$ cat config.mk
export PLATFORM = sky130hd
export DESIGN_NAME = updown_mod_counter
export DESIGN_NICKNAME = d
export VERILOG_FILES = /design/src/rtl/counter_pkg.sv /design/src/rtl/counter_prescaler.sv /design/src/rtl/updown_mod_counter.sv
export SDC_FILE = /design/constraint.sdc
export NUM_CORES = 1
export LEC_CHECK = 0
export ABC_CLOCK_PERIOD_IN_PS = 2700
export BUFFER_PORTS_ARGS = -buffer_cell sky130_fd_sc_hd__buf_2
export CAP_MARGIN = 20
export CORE_AREA = 8 8 45 47
export DETAILED_ROUTE_END_ITERATION = 7
export DIE_AREA = 0 0 53 55
export GPL_TIMING_DRIVEN = 0
export PLACE_DENSITY = 0.61
export SLEW_MARGIN = 20
export SYNTH_ARGS = -nofsm -noshare
export SYNTH_HDL_FRONTEND = slang
export SYNTH_SLANG_ARGS = --single-unit
export TNS_END_PERCENT = 30
$ cat constraint.sdc
create_clock -name clk -period 2.7 [get_ports clk]
set_input_delay 0.54 -clock clk [delete_from_list [all_inputs] [get_ports clk]]
set_output_delay 0.54 -clock clk [all_outputs]
set_load 0.01 [all_outputs]
$ cat src/rtl/counter_pkg.sv
// Shared constants and helpers for the counter family: direction and end-of-range
// mode encodings, plus a ceil-log2 helper used to size the prescaler.
package counter_pkg;

  localparam logic CNT_UP   = 1'b1;
  localparam logic CNT_DOWN = 1'b0;

  localparam int CNT_WRAP = 0;
  localparam int CNT_SAT  = 1;

  function automatic int clog2(input longint unsigned n);
    longint unsigned v;
    int r;
    r = 0;
    v = (n > 0) ? n - 1 : 0;
    while (v > 0) begin
      r++;
      v = v >> 1;
    end
    return r;
  endfunction

endpackage

$ cat src/rtl/counter_prescaler.sv
// Divides the count enable: tick fires on every PRESCALE-th cycle that has en high.
// clr (parallel load) and reset both return the phase to zero.
module counter_prescaler
  import counter_pkg::*;
#(
  parameter int PRESCALE = 4
) (
  input  logic clk,
  input  logic reset,
  input  logic en,
  input  logic clr,
  output logic tick
);

  localparam int PW = (clog2(PRESCALE) < 1) ? 1 : clog2(PRESCALE);
  localparam logic [PW-1:0] LAST = PW'(PRESCALE - 1);

  if (PRESCALE < 2) begin : g_bad_prescale
    $error("counter_prescaler: PRESCALE must be at least 2");
  end

  logic [PW-1:0] cnt;

  assign tick = en & (cnt == LAST);

  always_ff @(posedge clk) begin
    if (reset || clr) begin
      cnt <= '0;
    end else if (en) begin
      cnt <= tick ? '0 : cnt + PW'(1);
    end
  end

endmodule

$ cat src/rtl/updown_mod_counter.sv
// Synchronous modulo-MODULUS up/down counter with parallel load, wrap or saturate
// mode, a combinational terminal count for cascading and a registered wrap pulse.
// Define UPDOWN_COUNTER_PRESCALE_EN to divide the count enable by PRESCALE.
module updown_mod_counter
  import counter_pkg::*;
#(
  parameter int     WIDTH    = 4,
  parameter longint MODULUS  = 16,
  parameter int     SATURATE = 0
`ifdef UPDOWN_COUNTER_PRESCALE_EN
  ,
  parameter int     PRESCALE = 4
`endif
) (
  input  logic             clk,
  input  logic             reset,
  input  logic             en,
  input  logic             up_dn,
  input  logic             load,
  input  logic [WIDTH-1:0] load_val,
  output logic [WIDTH-1:0] q,
  output logic             tc,
  output logic             wrap
);

  if (WIDTH < 2 || WIDTH > 32) begin : g_bad_width
    $error("updown_mod_counter: WIDTH must be in 2..32");
  end
  if (MODULUS < 2 || MODULUS > (longint'(1) << WIDTH)) begin : g_bad_modulus
    $error("updown_mod_counter: MODULUS must be in 2..2**WIDTH");
  end
  if (SATURATE != CNT_WRAP && SATURATE != CNT_SAT) begin : g_bad_mode
    $error("updown_mod_counter: SATURATE must be 0 or 1");
  end

  // Top of range at full width; for MODULUS == 2**WIDTH this is all ones.
  localparam logic [WIDTH-1:0] MAX = WIDTH'(MODULUS - 1);

  logic tick;
  logic at_max;
  logic at_min;

`ifdef UPDOWN_COUNTER_PRESCALE_EN
  counter_prescaler #(
    .PRESCALE(PRESCALE)
  ) u_prescaler (
    .clk  (clk),
    .reset(reset),
    .en   (en),
    .clr  (load),
    .tick (tick)
  );
`else
  assign tick = en;
`endif

  assign at_max = (q == MAX);
  assign at_min = (q == '0);
  assign tc     = tick & ((up_dn == CNT_DOWN) ? at_min : at_max);

  always_ff @(posedge clk) begin
    if (reset) begin
      q    <= '0;
      wrap <= 1'b0;
    end else if (load) begin
      q    <= (load_val > MAX) ? MAX : load_val;
      wrap <= 1'b0;
    end else if (tick) begin
      wrap <= 1'b0;
      if (up_dn == CNT_UP) begin
        if (!at_max) begin
          q <= q + WIDTH'(1);
        end else if (SATURATE == CNT_WRAP) begin
          q    <= '0;
          wrap <= 1'b1;
        end
      end else begin
        if (!at_min) begin
          q <= q - WIDTH'(1);
        end else if (SATURATE == CNT_WRAP) begin
          q    <= MAX;
          wrap <= 1'b1;
        end
      end
    end else begin
      wrap <= 1'b0;
    end
  end

endmodule
# After elaboration in Yosys (flattened, before gate mapping)
# Index checks and enable logic that the tools add are counted.
[word_totals] output_inout_bits=6 register_bits=5
[op_classes] bitwise=2 addsub=2 n_lt_le_gt_ge=1 n_mux=10 n_eq_ne=1 n_reduce_logical=3
[ops] op="2-to-1 mux 4 bit" count=6
[ops] op="adder 4 x 1 -> 4 bit (second input constant)" count=1
[ops] op="== test 4 bit (second input constant)" count=1
[ops] op="greater-than comparator 4 bit (second input constant)" count=1
[ops] op="zero test 4 bit" count=1
[ops] op="2-to-1 mux 1 bit" count=4
[ops] op="subtractor 4 x 1 -> 4 bit (second input constant)" count=1
[ops] op="OR reduction 3 bit" count=1
[ops] op="nonzero test 2 bit" count=1
[ops] op="bitwise AND 1 bit" count=1
[ops] op="NOT 1 bit" count=1

# Longest topological paths before layout
[depth] depth_word=5 ltp_mapped=6 depth_no_buf=6

# Worst setup path after synthesis
# No wires, ideal clock.
[synth_timing] kind="reg-to-output" startpoint="register q[0]" endpoint="output port tc" arrival_time_ns=1.159 required_time_ns=2.160 stages_incl_launch_ff=7 slack_ns=1.001 path_buffers=0 cell_sequence="dfxtp_1 inv_1 ha_1 nand2b_1 nor3_1 a41oi_1 nor2b_1"
[synth_via] elab_chain_cells=3 elab_cells_between_ends=4 classes_between="eq/ne: 1; mux: 1; bitwise: 1; reduce/logical: 1"
[synth_lines] element="from (decl)" line="updown_mod_counter.sv:21" text="output logic [WIDTH-1:0] q,"
[synth_lines] element="from (signal assigned)" line="updown_mod_counter.sv:66" text="q <= (load_val > MAX) ? MAX : load_val;"
[synth_lines] element="from (signal assigned)" line="updown_mod_counter.sv:72" text="q <= q + WIDTH'(1);"
[synth_lines] element="from (signal assigned)" line="updown_mod_counter.sv:79" text="q <= q - WIDTH'(1);"
[synth_lines] element="== test 4 bit or zero test 4 bit (tied branches)" line="updown_mod_counter.sv:57, updown_mod_counter.sv:58"
[synth_lines] element="2-to-1 mux 1 bit *" line="updown_mod_counter.sv:59" text="assign tc = tick & ((up_dn == CNT_DOWN) ? at_min : at_max);"
[synth_lines] element="bitwise AND 1 bit *" line="updown_mod_counter.sv:59"
[synth_lines] element="to (decl)" line="updown_mod_counter.sv:22" text="output logic tc,"
# Every way passes the cells marked *; elsewhere a longest branch is shown, timed or not.

# Final worst setup path
# Ends and elaborated chain as after synthesis.

==> run_results.csv <==
group,metric,value,unit
run_status,status,"complete, no violations",
routing,drt-wirelength-per-cell,11.5,microns
yosys,synth_top_area_cell,"dfxtp_1",
clocking,cts_root_buf,"clkbuf_4",
min_path,hp-class,"in -> reg",
yosys,ys_top_cells_by_count,"dfxtp_1 (5), a21oi_1 (4), inv_1 (3), nor2_1 (3), nor2b_1 (3)",
routing,totalWireLength,866,microns
setup_path,worst-path-buf-inv,2,
floorplanning,dieArea,2920,sq um
clocking,numCtsBuffers,3,
floorplanning,num_io_pins,15,
layout,postLayoutCoreUtil,0.333,
setup_path,end_kind,"output pin",
place,gp_congestion,0.703,
layout,finalInstanceArea,460,sq um
yosys,synthCells,43,
floorplanning,coreArea,1380,sq um
yosys,synth_top_area_frac,0.283,
place,dp_hpwl,668,microns
place,port_buffers,12,
timing,fin_crit_sh,0.797,
yosys,ys_types,25,
routing,viasPerCell,4.77,
timing,slew_headroom,0.744,
setup_path,crit_required,2.16,ns
grt,grt_pass1_wl,1.46,mm
setup_path,reg2regPathDepth,5,
floorplanning,dieWidth,53,microns
routing,wl_met3,76,microns
layout,diodes,0,
yosys,synth_warnings,0,
place,dp_slack,0.805,ns
yosys,ys_seq_area_frac,0.283,
clocking,post_cts_buffers,0,
timing,hold_viol,0,
routing,drc,0,
setup_path,path_depth,7,
clocking,holdBufCountCts,0,
grt,grt_overflow,0,
setup_path,reg2reg_to,"q[3]$_SDFFE_PP0P_",
timing,fin_crit,2.15,ns
yosys,ys_ff_latch,5,
clocking,cts_htree_levels,1,
layout,layout.nets,71,
routing,highest_layer,"met4",
setup_path,cpPeakStageDelay,0.44,ns
setup_path,cp_max_fo,7,
setup_path,r2r_start,"q[0]$_SDFFE_PP0P_",
routing,wl_met2,377,microns
layout,area_growth,30.0,%
flow_run,maxCapViolCount,0,
grt,antenna_found_initial,0,
routing,drt-initial-drc-count,15,
timing,worst_pin_slew,0.384,ns
clocking,clock_sinks,5,
power,ir_worst_vdd,160,uV
timing,setup_slack,0.549,ns
clocking,clock_path_buffers,2,
setup_path,regToRegSetupSlack,1.24,ns
timing,hold_ws,0.518,ns
yosys,synth_edf_count,0,
clocking,clk-insertion-delay-late,0.25,ns
setup_path,path_cells,"inv_1 -> ha_1 -> nand2b_1 -> nor3_1 -> a41oi_1 -> nor2b_1 -> buf_2",
place,dpl_cell_area,434,sq um
yosys,synth.most_common_cell,"dfxtp_1",
setup_path,arrival,1.61,ns
clocking,clk_transition_reported_paths,0.04,ns
routing,first_pass_iters,4,
grt,first_global_vias,340,
setup_path,critPathTopFamily,"flip-flops",
clocking,cts_resized,0,
setup_path,startpoint_type,"flip-flop",
setup_path,endpoint,"tc",
layout,fillCellCount,153,
setup_path,startpoint,"q[0]$_SDFFE_PP0P_",
yosys,synthTopCellsByArea,"dfxtp_1 (28%), ha_1 (7.1%), a21oi_1 (5.7%)",
timing,rsz0062_at_grt,"false",
grt,grt_max_degree,11,
timing,fin_skew,0.00268,ns
timing,setup-tns-final,0,ns
routing,antenna_left,0,
yosys,synthArstFlopShare,0,
timing,slew_viol_final,0,
layout,drive_above_1_share,0.271,
yosys,post_synth.cell_area_avg,8.23,sq um
grt,grt_usage,0.0716,
timing,setup_violations,0,
floorplanning,rows,14,
power,p_leak,0.211,nW
floorplanning,start_util,0.256,
setup_path,worst-setup-path-type,"reg -> out",
floorplanning,die_y,55,microns
timing,max_freq,465,MHz
yosys,syn-num-nets,54,
routing,drt-met1-wl,372,microns
power,power_density,498,nW/um^2
yosys,synth_area,354,sq um
setup_path,cpMaxStageDelayCell,"dfxtp_1",
clocking,cts_tree,"done",
routing,vias,358,
yosys,synthFlopType,"dfxtp_1",
[sequential cells by signal (all words and copies together) (netlist names)]
register / cells
q: 4
wrap: 1
[report_power, final]
group	switching, W	internal (W)
combinational	0.0000264	0.0000275
clock	0.0000321	0.0000560
sequential	0.00000813	0.0000793
[layout make-up]
| class | count | area, sq um | area share |
|---|---|---|---|
| multi-input cells | 33 | 235 | 0.511 |
| flip-flops and latches | 5 | 100 | 0.217 |
| repair buffers | 12 | 60.1 | 0.130 |
| clock buffers | 4 | 26.3 | 0.0571 |
| well taps | 16 | 20.0 | 0.0435 |
| inverters | 3 | 11.3 | 0.0245 |
| plain buffers | 2 | 7.51 | 0.0163 |
[per-layer routing]
layer | global-route usage | vias up
li1 | - | 185
met1 | 0.0745 | 158
met2 | 0.0996 | 11
met3 | 0.0267 | 4
met4 | 0.0905 | 0
met5 | 0 | -
[worst reg2reg max path, stage by stage, from the launching register on]
cell and delay [ns]:
dfxtp_1 0.44, inv_1 0.09, ha_1 0.22, o311a_1 0.33, o221ai_1 0.18, a21oi_1 0.09
[metrics by stage]
stage | power, W | std cells
after floorplan | 0.000124 | 43
after global placement | 0.000142 | 71
after detailed placement | 0.000143 | 71
after CTS | 0.000234 | 75
after global routing | 0.000246 | 75
final | 0.000229 | 75
[placed cells by master (no fill, tap or decap), drive strengths merged, types with 3 or more instances in the layout]
cell / count
inv: 3
nor2: 3
nor2b: 3
a21oi: 4
clkbuf: 6
dfxtp: 5
buf: 12
[logic make-up (layout without fill, tap and decap cells)]
family          after synthesis  in the layout  share of synthesized area
compound gates               13             13                      0.254
xor+xnor                      3              3                     0.0742
mux                           1              1                     0.0283
simple gates                 14             14                      0.237
buf+inv                       5             21                     0.0530
fa+ha+maj                     2              2                     0.0707
flops                         5              5                      0.283
[how the worst min path moves through the flow]
stage               slack, ns         startpoint  cells past startpoint                end
floorplan                0.61              reset                      1  q[3]$_SDFFE_PP0P_
global placement         0.66  q[2]$_SDFFE_PP0P_                      2  q[2]$_SDFFE_PP0P_
detailed placement       0.65  q[2]$_SDFFE_PP0P_                      2  q[2]$_SDFFE_PP0P_
CTS                      0.51              reset                      2  q[3]$_SDFFE_PP0P_
global route             0.53              reset                      2  q[3]$_SDFFE_PP0P_
finish                   0.52              reset                      2  q[3]$_SDFFE_PP0P_
No activity file was read; power rests on OpenSTA's default activity.
